--- src/rtl/pcie_cntl_rx_fifo_arb_if.sv ---
// pcie_cntl_rx_fifo_arb_if
// Purpose : bundles the two producer request/beat channels and the RX FIFO
//           write-side signals seen by the RX FIFO write-port arbiter.
// Signals : req0_*/req1_* request, length, grant, beat valid/ready/data;
//           fifo_wr_en/fifo_wr_data/fifo_full_n/fifo_almost_full_n FIFO
//           write side; busy arbiter activity flag.
// Modports: slave  - arbiter view (requests/FIFO status in, grants/writes out)
//           master - producer/FIFO/environment view (mirror of slave)
interface pcie_cntl_rx_fifo_arb_if #(
   parameter int P_FIFO_DATA_WIDTH = 512
);
   logic                         req0_req;
   logic [2:0]                   req0_len;
   logic                         req0_gnt;
   logic                         req0_valid;
   logic [P_FIFO_DATA_WIDTH-1:0] req0_data;
   logic                         req0_ready;

   logic                         req1_req;
   logic [2:0]                   req1_len;
   logic                         req1_gnt;
   logic                         req1_valid;
   logic [P_FIFO_DATA_WIDTH-1:0] req1_data;
   logic                         req1_ready;

   logic                         fifo_wr_en;
   logic [P_FIFO_DATA_WIDTH-1:0] fifo_wr_data;
   logic                         fifo_full_n;
   logic                         fifo_almost_full_n;

   logic                         busy;

   modport slave (
      input  req0_req, req0_len, req0_valid, req0_data,
      input  req1_req, req1_len, req1_valid, req1_data,
      input  fifo_full_n, fifo_almost_full_n,
      output req0_gnt, req0_ready, req1_gnt, req1_ready,
      output fifo_wr_en, fifo_wr_data, busy
   );

   modport master (
      output req0_req, req0_len, req0_valid, req0_data,
      output req1_req, req1_len, req1_valid, req1_data,
      output fifo_full_n, fifo_almost_full_n,
      input  req0_gnt, req0_ready, req1_gnt, req1_ready,
      input  fifo_wr_en, fifo_wr_data, busy
   );
endinterface

--- src/rtl/pcie_cntl_rx_fifo_arb.sv ---
// pcie_cntl_rx_fifo_arb
// Purpose : burst-granular round-robin arbiter sharing the RX FIFO write
//           port between two producers. A whole burst (1-8 beats) is granted
//           only while the registered almost-full flag guarantees room for a
//           maximum burst; the granted producer's beats are then muxed into
//           the FIFO, followed by one idle GAP cycle.
// Ports   : clk   - sole clock
//           rst_n - synchronous reset, active low
//           bus   - slave modport of pcie_cntl_rx_fifo_arb_if (request,
//                   grant, beat handshakes, FIFO write side, busy)
module pcie_cntl_rx_fifo_arb #(
   parameter int P_FIFO_DATA_WIDTH = 512
) (
   input  logic                         clk,
   input  logic                         rst_n,
   pcie_cntl_rx_fifo_arb_if.slave       bus
);

   typedef enum logic [1:0] {
      ST_IDLE  = 2'd0,
      ST_BURST = 2'd1,
      ST_GAP   = 2'd2
   } state_t;

   state_t     state_q, state_d;
   logic       sel_q, sel_d;
   logic       last_q, last_d;
   logic [2:0] len_q, len_d;
   logic [2:0] beat_cnt_q, beat_cnt_d;
   logic       gnt0_q, gnt0_d;
   logic       gnt1_q, gnt1_d;

   logic                         win;
   logic                         beat_acc;
   logic                         rdy0;
   logic                         rdy1;
   logic [P_FIFO_DATA_WIDTH-1:0] wr_data;

   // State register
   always_ff @(posedge clk) begin
      if (!rst_n) begin
         state_q    <= ST_IDLE;
         sel_q      <= 1'b0;
         last_q     <= 1'b1;
         len_q      <= '0;
         beat_cnt_q <= '0;
         gnt0_q     <= 1'b0;
         gnt1_q     <= 1'b0;
      end else begin
         state_q    <= state_d;
         sel_q      <= sel_d;
         last_q     <= last_d;
         len_q      <= len_d;
         beat_cnt_q <= beat_cnt_d;
         gnt0_q     <= gnt0_d;
         gnt1_q     <= gnt1_d;
      end
   end

   // Next-state logic
   always_comb begin
      state_d    = state_q;
      sel_d      = sel_q;
      last_d     = last_q;
      len_d      = len_q;
      beat_cnt_d = beat_cnt_q;
      gnt0_d     = 1'b0;
      gnt1_d     = 1'b0;
      win        = 1'b0;
      case (state_q)
         ST_IDLE: begin
            if ((bus.req0_req | bus.req1_req) & bus.fifo_almost_full_n) begin
               // On a tie the requester not served last wins.
               win        = (bus.req0_req & bus.req1_req) ? ~last_q : bus.req1_req;
               sel_d      = win;
               last_d     = win;
               len_d      = win ? bus.req1_len : bus.req0_len;
               beat_cnt_d = '0;
               gnt0_d     = ~win;
               gnt1_d     = win;
               state_d    = ST_BURST;
            end
         end
         ST_BURST: begin
            if (beat_acc) begin
               // Counter stops at the final beat, so it never wraps.
               if (beat_cnt_q == len_q) state_d = ST_GAP;
               else                     beat_cnt_d = beat_cnt_q + 3'd1;
            end
         end
         ST_GAP:  state_d = ST_IDLE;
         default: state_d = ST_IDLE;
      endcase
   end

   // Output logic
   always_comb begin
      // Ready is withheld whenever the FIFO reports full, even mid-burst.
      rdy0     = (state_q == ST_BURST) & ~sel_q & bus.fifo_full_n;
      rdy1     = (state_q == ST_BURST) &  sel_q & bus.fifo_full_n;
      beat_acc = sel_q ? (rdy1 & bus.req1_valid) : (rdy0 & bus.req0_valid);
      wr_data  = sel_q ? bus.req1_data : bus.req0_data;

      bus.req0_gnt     = gnt0_q;
      bus.req1_gnt     = gnt1_q;
      bus.req0_ready   = rdy0;
      bus.req1_ready   = rdy1;
      bus.fifo_wr_en   = beat_acc;
      bus.fifo_wr_data = wr_data;
      bus.busy         = (state_q != ST_IDLE);
   end

endmodule

--- src/flat_wrapper.sv ---
// flat-port wrapper written by rule: the top's interface ports become plain ports
module pcie_cntl_rx_fifo_arb_flat 
#(
   parameter int P_FIFO_DATA_WIDTH = 512
)
  (clk, rst_n, bus_req0_req, bus_req0_len, bus_req0_valid, bus_req0_data, bus_req1_req, bus_req1_len, bus_req1_valid, bus_req1_data, bus_fifo_full_n, bus_fifo_almost_full_n, bus_req0_gnt, bus_req0_ready, bus_req1_gnt, bus_req1_ready, bus_fifo_wr_en, bus_fifo_wr_data, bus_busy);
  pcie_cntl_rx_fifo_arb_if #(.P_FIFO_DATA_WIDTH(P_FIFO_DATA_WIDTH)) bus_i ();
  input  logic clk;
  input  logic rst_n;
  input wire logic [$bits(bus_i.req0_req)-1:0] bus_req0_req;
  input wire logic [$bits(bus_i.req0_len)-1:0] bus_req0_len;
  input wire logic [$bits(bus_i.req0_valid)-1:0] bus_req0_valid;
  input wire logic [$bits(bus_i.req0_data)-1:0] bus_req0_data;
  input wire logic [$bits(bus_i.req1_req)-1:0] bus_req1_req;
  input wire logic [$bits(bus_i.req1_len)-1:0] bus_req1_len;
  input wire logic [$bits(bus_i.req1_valid)-1:0] bus_req1_valid;
  input wire logic [$bits(bus_i.req1_data)-1:0] bus_req1_data;
  input wire logic [$bits(bus_i.fifo_full_n)-1:0] bus_fifo_full_n;
  input wire logic [$bits(bus_i.fifo_almost_full_n)-1:0] bus_fifo_almost_full_n;
  output wire logic [$bits(bus_i.req0_gnt)-1:0] bus_req0_gnt;
  output wire logic [$bits(bus_i.req0_ready)-1:0] bus_req0_ready;
  output wire logic [$bits(bus_i.req1_gnt)-1:0] bus_req1_gnt;
  output wire logic [$bits(bus_i.req1_ready)-1:0] bus_req1_ready;
  output wire logic [$bits(bus_i.fifo_wr_en)-1:0] bus_fifo_wr_en;
  output wire logic [$bits(bus_i.fifo_wr_data)-1:0] bus_fifo_wr_data;
  output wire logic [$bits(bus_i.busy)-1:0] bus_busy;
  assign bus_i.req0_req = bus_req0_req;
  assign bus_i.req0_len = bus_req0_len;
  assign bus_i.req0_valid = bus_req0_valid;
  assign bus_i.req0_data = bus_req0_data;
  assign bus_i.req1_req = bus_req1_req;
  assign bus_i.req1_len = bus_req1_len;
  assign bus_i.req1_valid = bus_req1_valid;
  assign bus_i.req1_data = bus_req1_data;
  assign bus_i.fifo_full_n = bus_fifo_full_n;
  assign bus_i.fifo_almost_full_n = bus_fifo_almost_full_n;
  assign bus_req0_gnt = bus_i.req0_gnt;
  assign bus_req0_ready = bus_i.req0_ready;
  assign bus_req1_gnt = bus_i.req1_gnt;
  assign bus_req1_ready = bus_i.req1_ready;
  assign bus_fifo_wr_en = bus_i.fifo_wr_en;
  assign bus_fifo_wr_data = bus_i.fifo_wr_data;
  assign bus_busy = bus_i.busy;
  pcie_cntl_rx_fifo_arb #(.P_FIFO_DATA_WIDTH(P_FIFO_DATA_WIDTH)) u_core (.clk(clk), .rst_n(rst_n), .bus(bus_i));
endmodule
--- config.mk ---
export PLATFORM = sky130hd
export DESIGN_NAME = pcie_cntl_rx_fifo_arb_flat
export DESIGN_NICKNAME = d
export VERILOG_FILES = /design/src/rtl/pcie_cntl_rx_fifo_arb_if.sv /design/src/rtl/pcie_cntl_rx_fifo_arb.sv /design/src/flat_wrapper.sv
export SDC_FILE = /design/constraint.sdc
export NUM_CORES = 1
export LEC_CHECK = 0
export BUFFER_PORTS_ARGS = -buffer_cell sky130_fd_sc_hd__buf_4
export CAP_MARGIN = 20
export CORE_AREA = 2 2 602 604
export CTS_BUF_LIST = sky130_fd_sc_hd__clkbuf_2
export DETAILED_ROUTE_END_ITERATION = 8
export DIE_AREA = 0 0 604 606
export GPL_TIMING_DRIVEN = 0
export SETUP_SLACK_MARGIN = 0.1
export SLEW_MARGIN = 20
export SYNTH_ARGS = -nofsm -noshare
export SYNTH_HDL_FRONTEND = slang
export SYNTH_SLANG_ARGS = --single-unit
--- constraint.sdc ---
create_clock -name clk -period 3.6 [get_ports clk]
set_input_delay 0.72 -clock clk [delete_from_list [all_inputs] [get_ports clk]]
set_output_delay 0.72 -clock clk [all_outputs]
set_load 0.005 [all_outputs]
==> qor.txt, run 1 <==
RUN STATUS
-------------------------------------------------------------------------------------
Outcome                                                                  finished clean

YOSYS
-------------------------------------------------------------------------------------
Nets in the synthesized netlist                                                  1673
Share of synthesized registers carrying an async set or reset                       0
Distinct cells, synth                                                              30
Post-synthesis instance total                                                     634
Post-synthesis area per instance                                             10.5 um2
Most instantiated flip-flop cell in the synthesis netlist                sky130_fd_sc_hd__dfxtp_1
Syn. warnings                                                                       0
Sequential fraction of the synthesis area                                      0.0362
Post-Syn Area                                                                6640 um2
EDFF count, synth                                                                   0
Synth Register Bits                                                                12

TIMING
-------------------------------------------------------------------------------------
Final critical-path required period                                           3.31 ns
Slew at the pin closest to its max-slew limit                                0.652 ns
Slew headroom                                                                   0.565
Fin worst setup slack                                                        0.291 ns
Fmax achieved                                                               0.302 GHz
Total of endpoints with negative setup slack in the final report                    0
Skew final                                                                  0.0243 ns
Period utilization                                                              0.919
Final-layout setup total negative slack                                          0 ns
Final Max Tran Viols                                                                0
Unrepaired setup endpoints after global routing                                 false
Hold Violations, Final                                                              0

FINISH
-------------------------------------------------------------------------------------
Nets                                                                             3232
Synthesis-to-layout area growth                                                  271%
Most frequent standard cell in the layout excluding fill and tap cells   sky130_fd_sc_hd__buf_4
Commonest cells after routing, fill and taps aside                       sky130_fd_sc_hd__buf_4 (1561), sky130_fd_sc_hd__mux2_2 (512), sky130_fd_sc_hd__buf_2 (45), sky130_fd_sc_hd__dfxtp_1 (12), sky130_fd_sc_hd__nand2_1 (11)
Layout fillers                                                                  42400
Utilization after layout                                                       0.0683
Share of post-route cells with drive strength above 1                           0.970

WORST SETUP PATH
-------------------------------------------------------------------------------------
Peak fanout along the critical path                                                10
Cell class contributing the biggest share of worst-path delay            buffers and inverters
Sum of buffers and inverters on the critical path                                   4
Biggest cell delay along the critical path                                    0.48 ns
Slowest library cell on the worst path                                   sky130_fd_sc_hd__mux2_2
Cell occurring most often along the worst timing path                    sky130_fd_sc_hd__buf_4
Critical R2R Launch                                                      u_core.sel_q
Worst reg-to-reg setup slack                                                  1.96 ns
Worst Path Required                                                           2.88 ns
Type of element launching the critical path                                 flip-flop
Cell chain of the critical path                                          buf_6, buf_2, buf_4, mux2_2, buf_4
Reg-to-reg endpoint                                                      u_core.state_q[0]
Depth of the most critical reg-to-reg path                                          4
Arrival time at the worst endpoint                                            2.59 ns
Startpoint-to-endpoint class of the critical path                        flip-flop to primary output
Setup crit end kind                                                      primary output

DRT
-------------------------------------------------------------------------------------
Mean number of vias per cell                                                     2.20
Starting DRT DRC Count                                                           1130
First-pass DRT Iterations                                                           6
Average wire per standard cell                                                50.9 um
Post-detailed-route DRC marker count                                                0
Total wire length after detailed routing                                    361000 um
Routed vias                                                                     15600
Number of routed nets with antenna violations                                       0

GRT
-------------------------------------------------------------------------------------
Global-route wire length before repair                                      385000 um
Total GRT Usage                                                                 0.189
Number of global-route vias before repair                                       13100
Number of antenna violations at the first check in global routing                 581
Leftover overflow at the end of global routing                                      0
Maximum number of pins on one net before global-route repair                       11

CLOCK TREE
-------------------------------------------------------------------------------------
CTS sink cnt                                                                       12
Hold_buf cts                                                                        0
Num CTS Buffers                                                                     3
H-Tree Depth                                                                        1
Register clock-pin slew on the reported worst setup and hold paths            0.16 ns
Clock latency on the worst-skew pair                                          0.28 ns
Clock tree from TritonCTS                                                         yes
Setup Fix Bufs, Post-CTS                                                            0
Max Root-Sink Buffers                                                               2
Cell at the root of the clock tree                                       sky130_fd_sc_hd__clkbuf_2

WORST HOLD PATH
-------------------------------------------------------------------------------------
Hold Path Stages                                                                    2
Hold Path End                                                            u_core.last_q
Hold Path Origin                                                         u_core.last_q
Hold WC Path Type                                                        flip-flop to flip-flop

FLOORPLAN
-------------------------------------------------------------------------------------
Std-Cell Core Area                                                         360000 um2
Effective utilization at floorplan                                             0.0184
Die area                                                                   366000 um2
I/O pin total                                                                    1556
Cell row count                                                                    221
Die boundary height                                                            606 um
X dimension of the die                                                         604 um

POWER AND IR DROP
-------------------------------------------------------------------------------------
Maximum vdd drop                                                            0.0911 mV
Internal power                                                                2.02 mW
Combinational share of power                                                    0.944
Clock group share of total power                                                0.018
Power per Cell Area                                                        173 nW/um2
Power consumption                                                             4.26 mW
Switching power of the nets                                                   2.24 mW
Proportion of total power due to net switching                                  0.526
Reg power frac                                                                  0.038
Leakage dissipation                                                           9.89 nW

PLACE
-------------------------------------------------------------------------------------
Estimated wirelength of the detail-placed design                            350000 um
Port-buffer cells                                                                1554
Worst setup timing slack at the placement stage                            -0.0691 ns
Last weighted congestion value of the routability-driven placer                  1.25

RUN
-------------------------------------------------------------------------------------
Max-capacitance violation count                                                     0

## final cells by class
type	count	area (um2)	area share
inverters	1	3.75	0.000153
diodes	101	253	0.0103
multi-input cells	563	6110	0.248
clock inverters	1	3.75	0.000153
repair buffers	1554	11700	0.474
clock buffers	3	15.0	0.000610
flip-flops and latches	12	240	0.00976
well taps	4794	6000	0.244
plain buffers	58	320	0.0130
## per-stage QoR
step | instance area (um2) | hold slack [ns] | instances
finish | 24600 | 0.459 | 7087
CTS | 24300 | 0.459 | 6986
detailed placement | 24300 | 0.439 | 6982
global route | 24500 | 0.501 | 7026
global placement | 24300 | 0.434 | 6982
floorplan | 6640 | 0.425 | 634
## flip-flops by register name, summed over array words and instances (netlist names)
signal	count
u_core.bus.req1_gnt	1
u_core.beat_cnt_q	3
u_core.sel_q	1
u_core.len_q	3
u_core.state_q	2
u_core.bus.req0_gnt	1
u_core.last_q	1
## cell families after synthesis
logic type      synth area share
compound gates            0.0173
xor+xnor                 0.00396
fa+ha+maj                0.00188
buf+inv                   0.0439
flops                     0.0362
mux                        0.877
simple gates              0.0196
## how the worst max path moves through the flow
stage,start,endpoint,cells after the start
after floorplan,u_core.sel_q,bus_fifo_wr_data[100],4
after global placement,u_core.sel_q,bus_fifo_wr_data[241],5
after detailed placement,u_core.sel_q,bus_fifo_wr_data[241],5
after CTS,u_core.sel_q,bus_fifo_wr_data[88],5
after global routing,u_core.sel_q,bus_fifo_wr_data[241],5
final,u_core.sel_q,bus_fifo_wr_data[241],5
## synth_stat cells (all sizes together) (2+ instances only)
library cell	number	area, um2
o21ai	5	25.0
buf	56	280
nor2b	2	12.5
nand3	2	10.0
nor2	5	18.8
a2111oi	2	36.3
mux2i	5	50.1
dfxtp	12	240
clkbuf	2	7.51
mux2	513	5780
o21a	2	15.0
xor2	3	26.3
nand2	11	41.3
## routing by layer
layer | GRT usage | up-vias | share of wire
met1 | 0.186 | 6736 | 0.34
met3 | 0.178 | 914 | 0.20
met5 | 0.00261 | - | 0.0079
met4 | 0.0288 | 424 | 0.023
met2 | 0.291 | 1866 | 0.43
li1 | - | 5685 | -
## repair_timing
item	in CTS	in global routing
gates cloned	0	0
hold endpoints to repair	0	0
setup endpoints to repair	391	27
gates resized for setup	8	4
## power by group through the flow
stage / clock network, mW / logic (mW) / registers, mW
2_1_floorplan: 0 / 0.883 / 0.161
5_1_grt: 0.0866 / 4.19 / 0.164
3_5_place_dp: 0 / 4.17 / 0.165
4_1_cts: 0.0770 / 4.19 / 0.162
3_3_place_gp: 0 / 4.15 / 0.165
6_report: 0.0756 / 4.02 / 0.162
## worst reg2reg max path: cells and delay by family, from the launching register on
| family | cells | cell delay, ns |
|---|---|---|
| mux | 1 | 0.35 |
| compound gates | 3 | 0.74 |
| flops | 1 | 0.44 |
No activity file was read; power rests on OpenSTA's default activity.
==> run 2, diff against run 1 <==
--- a/config.mk
+++ b/config.mk
@@ -5,13 +5,15 @@
 export SDC_FILE = /design/constraint.sdc
 export NUM_CORES = 1
 export LEC_CHECK = 0
+export ABC_AREA = 1
 export BUFFER_PORTS_ARGS = -buffer_cell sky130_fd_sc_hd__buf_4
 export CAP_MARGIN = 20
-export CORE_AREA = 2 2 602 604
+export CORE_AREA = 2 2 605 607
 export CTS_BUF_LIST = sky130_fd_sc_hd__clkbuf_2
 export DETAILED_ROUTE_END_ITERATION = 8
-export DIE_AREA = 0 0 604 606
+export DIE_AREA = 0 0 607 609
 export GPL_TIMING_DRIVEN = 0
+export REMOVE_ABC_BUFFERS = 1
 export SETUP_SLACK_MARGIN = 0.1
 export SLEW_MARGIN = 20
 export SYNTH_ARGS = -nofsm -noshare
==> run 2 against run 1 <==
Effect of this change: first-iteration DRC count rose by 69%; synthesized cell count grew to 2.8 times the previous value; register-to-register slack worse by 0.31 ns; maximum frequency fell by 0.14%; total power rose by 47%; routed wire length is 0.51% lower; die area rose by 0.99%; critical endpoint is now bus_fifo_wr_data[448]; largest cell class unchanged; largest power group unchanged.
==> qor.txt, run 2 <==
FLOORPLAN
-------------------------------------------------------------------------------------
X dimension of the die                                                         607 um   +0.50%
Die area                                                                   370000 um2   +0.99%
Die boundary height                                                            609 um   +0.50%
I/O pin total                                                                    1556   unchanged
Effective utilization at floorplan                                             0.0192   +0.000737
Std-Cell Core Area                                                         364000 um2   +0.99%
Cell row count                                                                    222   +0.45%

GRT
-------------------------------------------------------------------------------------
Number of global-route vias before repair                                       17600   +34%
Number of antenna violations at the first check in global routing                 543   -6.5%
Total GRT Usage                                                                 0.186   -0.00241
Maximum number of pins on one net before global-route repair                       87   +76
Leftover overflow at the end of global routing                                      0   unchanged
Global-route wire length before repair                                      394000 um   +2.1%

YOSYS
-------------------------------------------------------------------------------------
Main area contributors after synthesis                                   sky130_fd_sc_hd__nand2_1 (84%), sky130_fd_sc_hd__buf_2 (5.1%), sky130_fd_sc_hd__dfxtp_1 (3.4%)
Distinct cells, synth                                                              26   -13%
Sequential fraction of the synthesis area                                      0.0344   -0.00173
Share of the synthesized area in the top cell type                              0.840   -0.0281
Syn. warnings                                                                       0   unchanged
EDFF count, synth                                                                   0   unchanged
Post-synthesis instance total                                                    1744   +180%
Most instantiated flip-flop cell in the synthesis netlist                sky130_fd_sc_hd__dfxtp_1
Cell type with the highest aggregate area in the netlist                 sky130_fd_sc_hd__nand2_1
Post-Syn Area                                                                6980 um2   +5.0%
Most common cell in the netlist                                          sky130_fd_sc_hd__nand2_1
Share of synthesized registers carrying an async set or reset                       0   unchanged
Synth Register Bits                                                                12   unchanged
Post-synthesis area per instance                                             4.00 um2   -62%
Commonest cells in the netlist                                           sky130_fd_sc_hd__nand2_1 (1561), sky130_fd_sc_hd__buf_2 (71), sky130_fd_sc_hd__clkbuf_1 (39)

CLOCK TREE
-------------------------------------------------------------------------------------
H-Tree Depth                                                                        1   unchanged
Clock latency on the worst-skew pair                                          0.29 ns   about the same
Cell at the root of the clock tree                                       sky130_fd_sc_hd__clkbuf_2
Max Root-Sink Buffers                                                               2   unchanged
Num CTS Buffers                                                                     3   unchanged
Clock tree from TritonCTS                                                         yes
Register clock-pin slew on the reported worst setup and hold paths            0.13 ns   -0.03 ns
Hold_buf cts                                                                        0   unchanged
CTS sink cnt                                                                       12   unchanged

DRT
-------------------------------------------------------------------------------------
Number of routed nets with antenna violations                                       0   unchanged
Starting DRT DRC Count                                                           1913   +69%
Average wire per standard cell                                                43.9 um   -14%
Routed vias                                                                     20600   +32%
Post-detailed-route DRC marker count                                                0   unchanged
Mean number of vias per cell                                                     2.52   +14%
Total wire length after detailed routing                                    359000 um   -0.51%
First-pass DRT Iterations                                                           7   +1

PLACE
-------------------------------------------------------------------------------------
Post-place instance area                                                    24600 um2   +1.2%
Port-buffer cells                                                                1555   +0.064%
Estimated wirelength of the detail-placed design                            334000 um   -4.5%
Placed Instances                                                                 8018   +15%
Last weighted congestion value of the routability-driven placer                  1.57   +26%

TIMING
-------------------------------------------------------------------------------------
Skew final                                                                 0.00510 ns   -0.0192 ns
Slew headroom                                                                   0.732   +0.167
Fmax achieved                                                               0.302 GHz   -0.14%
Slew at the pin closest to its max-slew limit                                0.401 ns   -0.250 ns
Hold Violations, Final                                                              0   unchanged
Worst hold-check slack                                                       0.517 ns   +0.0586 ns
Period utilization                                                              0.920   +0.00129
Unrepaired setup endpoints after global routing                                 false
Final critical-path required period                                           3.31 ns   +0.00463 ns
Final Max Tran Viols                                                                0   unchanged
Total of endpoints with negative setup slack in the final report                    0   unchanged

WORST SETUP PATH
-------------------------------------------------------------------------------------
Sum of buffers and inverters on the critical path                                   8   +4
Cell occurring most often along the worst timing path                    sky130_fd_sc_hd__buf_16
Peak fanout along the critical path                                                27   +17
Setup crit end kind                                                      primary output
Cell chain of the critical path                                          buf_16, buf_16, buf_16, buf_16, clkinv_16, buf_16, buf_16, nand2_1, nand2_1, buf_4
Type of element launching the critical path                                 flip-flop
Cell class contributing the biggest share of worst-path delay            buffers and inverters
Startpoint-to-endpoint class of the critical path                        flip-flop to primary output
Slowest library cell on the worst path                                   sky130_fd_sc_hd__dfxtp_4
Arrival time at the worst endpoint                                            2.59 ns   about the same
Worst Path Required                                                           2.88 ns   about the same
Depth of the most critical reg-to-reg path                                          7   +3
Critical path depth in cells                                                       10   +5
Biggest cell delay along the critical path                                    0.40 ns   -0.08 ns

FINISH
-------------------------------------------------------------------------------------
Non-filler cells, final                                                          8180   +15%
Most frequent standard cell in the layout excluding fill and tap cells   sky130_fd_sc_hd__buf_4
Nets                                                                             4274   +32%
Total area of sequential cells                                                244 um2   +1.6%
Commonest cells after routing, fill and taps aside                       sky130_fd_sc_hd__buf_4 (1562), sky130_fd_sc_hd__nand2_1 (1559), sky130_fd_sc_hd__buf_16 (20), sky130_fd_sc_hd__nor2_1 (12), sky130_fd_sc_hd__dfxtp_1 (11)
Synthesis-to-layout area growth                                                  267%
Layout fillers                                                                  43300   +2.3%
Biggest regs                                                             u_core.beat_cnt_q: 3 flops, u_core.len_q: 3 flops, u_core.state_q: 2 flops
Share of post-route cells with drive strength above 1                           0.504   -0.466
Final design instance area without fill                                     25600 um2   +4.0%
Area used by multi-input combinational logic                                 6170 um2   +0.94%

RUN STATUS
-------------------------------------------------------------------------------------
Outcome                                                                  finished clean

POWER AND IR DROP
-------------------------------------------------------------------------------------
Power per Cell Area                                                        245 nW/um2   +41%
Leakage dissipation                                                           12.7 nW   +29%
Maximum vdd drop                                                             0.146 mV   +60%
Power consumption                                                             6.26 mW   +47%

WORST HOLD PATH
-------------------------------------------------------------------------------------
Hold Path Stages                                                                    2   unchanged
Hold WC Path Type                                                        flip-flop to flip-flop

RUN
-------------------------------------------------------------------------------------
Max-capacitance violation count                                                     0   unchanged

==> run 2: kinds of logic after synthesis <==
| group | after synthesis | share of synthesized area |
|---|---|---|
| buffers and inverters | 128 | 0.0829 |
| AO/OA/AOI/OAI | 6 | 0.00681 |
| adder cells (fa/ha/maj) | 1 | 0.00179 |
| AND/OR/NAND/NOR | 1596 | 0.873 |
| XOR/XNOR | 1 | 0.00126 |
| flip-flops | 12 | 0.0344 |
==> run 2: per-layer routing <==
layer	up-vias	wire [um]	track usage
met3	1092	75400	0.184
li1	8294	-	-
met4	416	17300	0.0631
met2	2078	155000	0.290
met5	-	3350	0.00954
met1	8721	108000	0.163
==> run 2: power by group <==
| part | internal (mW) | switching (mW) | leakage (nW) |
|---|---|---|---|
| combinational | 2.27 | 3.70 | 12.6 |
| sequential | 0.172 | 0.0428 | 0.0992 |
| clock | 0.0294 | 0.0507 | 0.0174 |
| total | 2.47 | 3.80 | 12.7 |
==> run 2: worst min-delay path, delay by kind of cell (launching register included) <==
kind / cells / cell delay (ns)
flip-flops: 1 / 0.34
AND/OR/NAND/NOR: 2 / 0.15
==> run 2: what timing repair did <==
action | in CTS | in global routing
endpoints found under the setup margin | 512 | 27
setup buffers | 9 | 4
gates resized for setup | 9 | 7
cloned | 15 | 0
==> run 2: stage by stage <==
step,setup WS (ns),TNS (ns),util
floorplan,-18.39,-9481.85,-
global placement,-64.35,-,0.0664
detailed placement,-0.502,-78.20,0.0676
CTS,0.0981,0,0.0693
global route,0.193,0,0.0700
finish,0.286,0,0.0703
==> run 2: final cells by class <==
class	count	share of cell area
Timing Repair inverter	1	0.000342
Timing Repair Buffer	1599	0.497
Inverter	14	0.00328
Sequential cell	12	0.00953
Tap cell	4816	0.235
Antenna cell	130	0.0127
Multi-Input combinational cell	1604	0.241
Clock buffer	4	0.000782
==> run 2: worst paths after layout <==
check	start	endpoint	slack, ns
hold reg to reg	u_core.last_q	u_core.last_q	0.52
hold / removal	u_core.last_q	u_core.last_q	0.52
setup reg to reg	u_core.sel_q	u_core.sel_q	1.65
setup / recovery	u_core.sel_q	bus_fifo_wr_data[448]	0.29
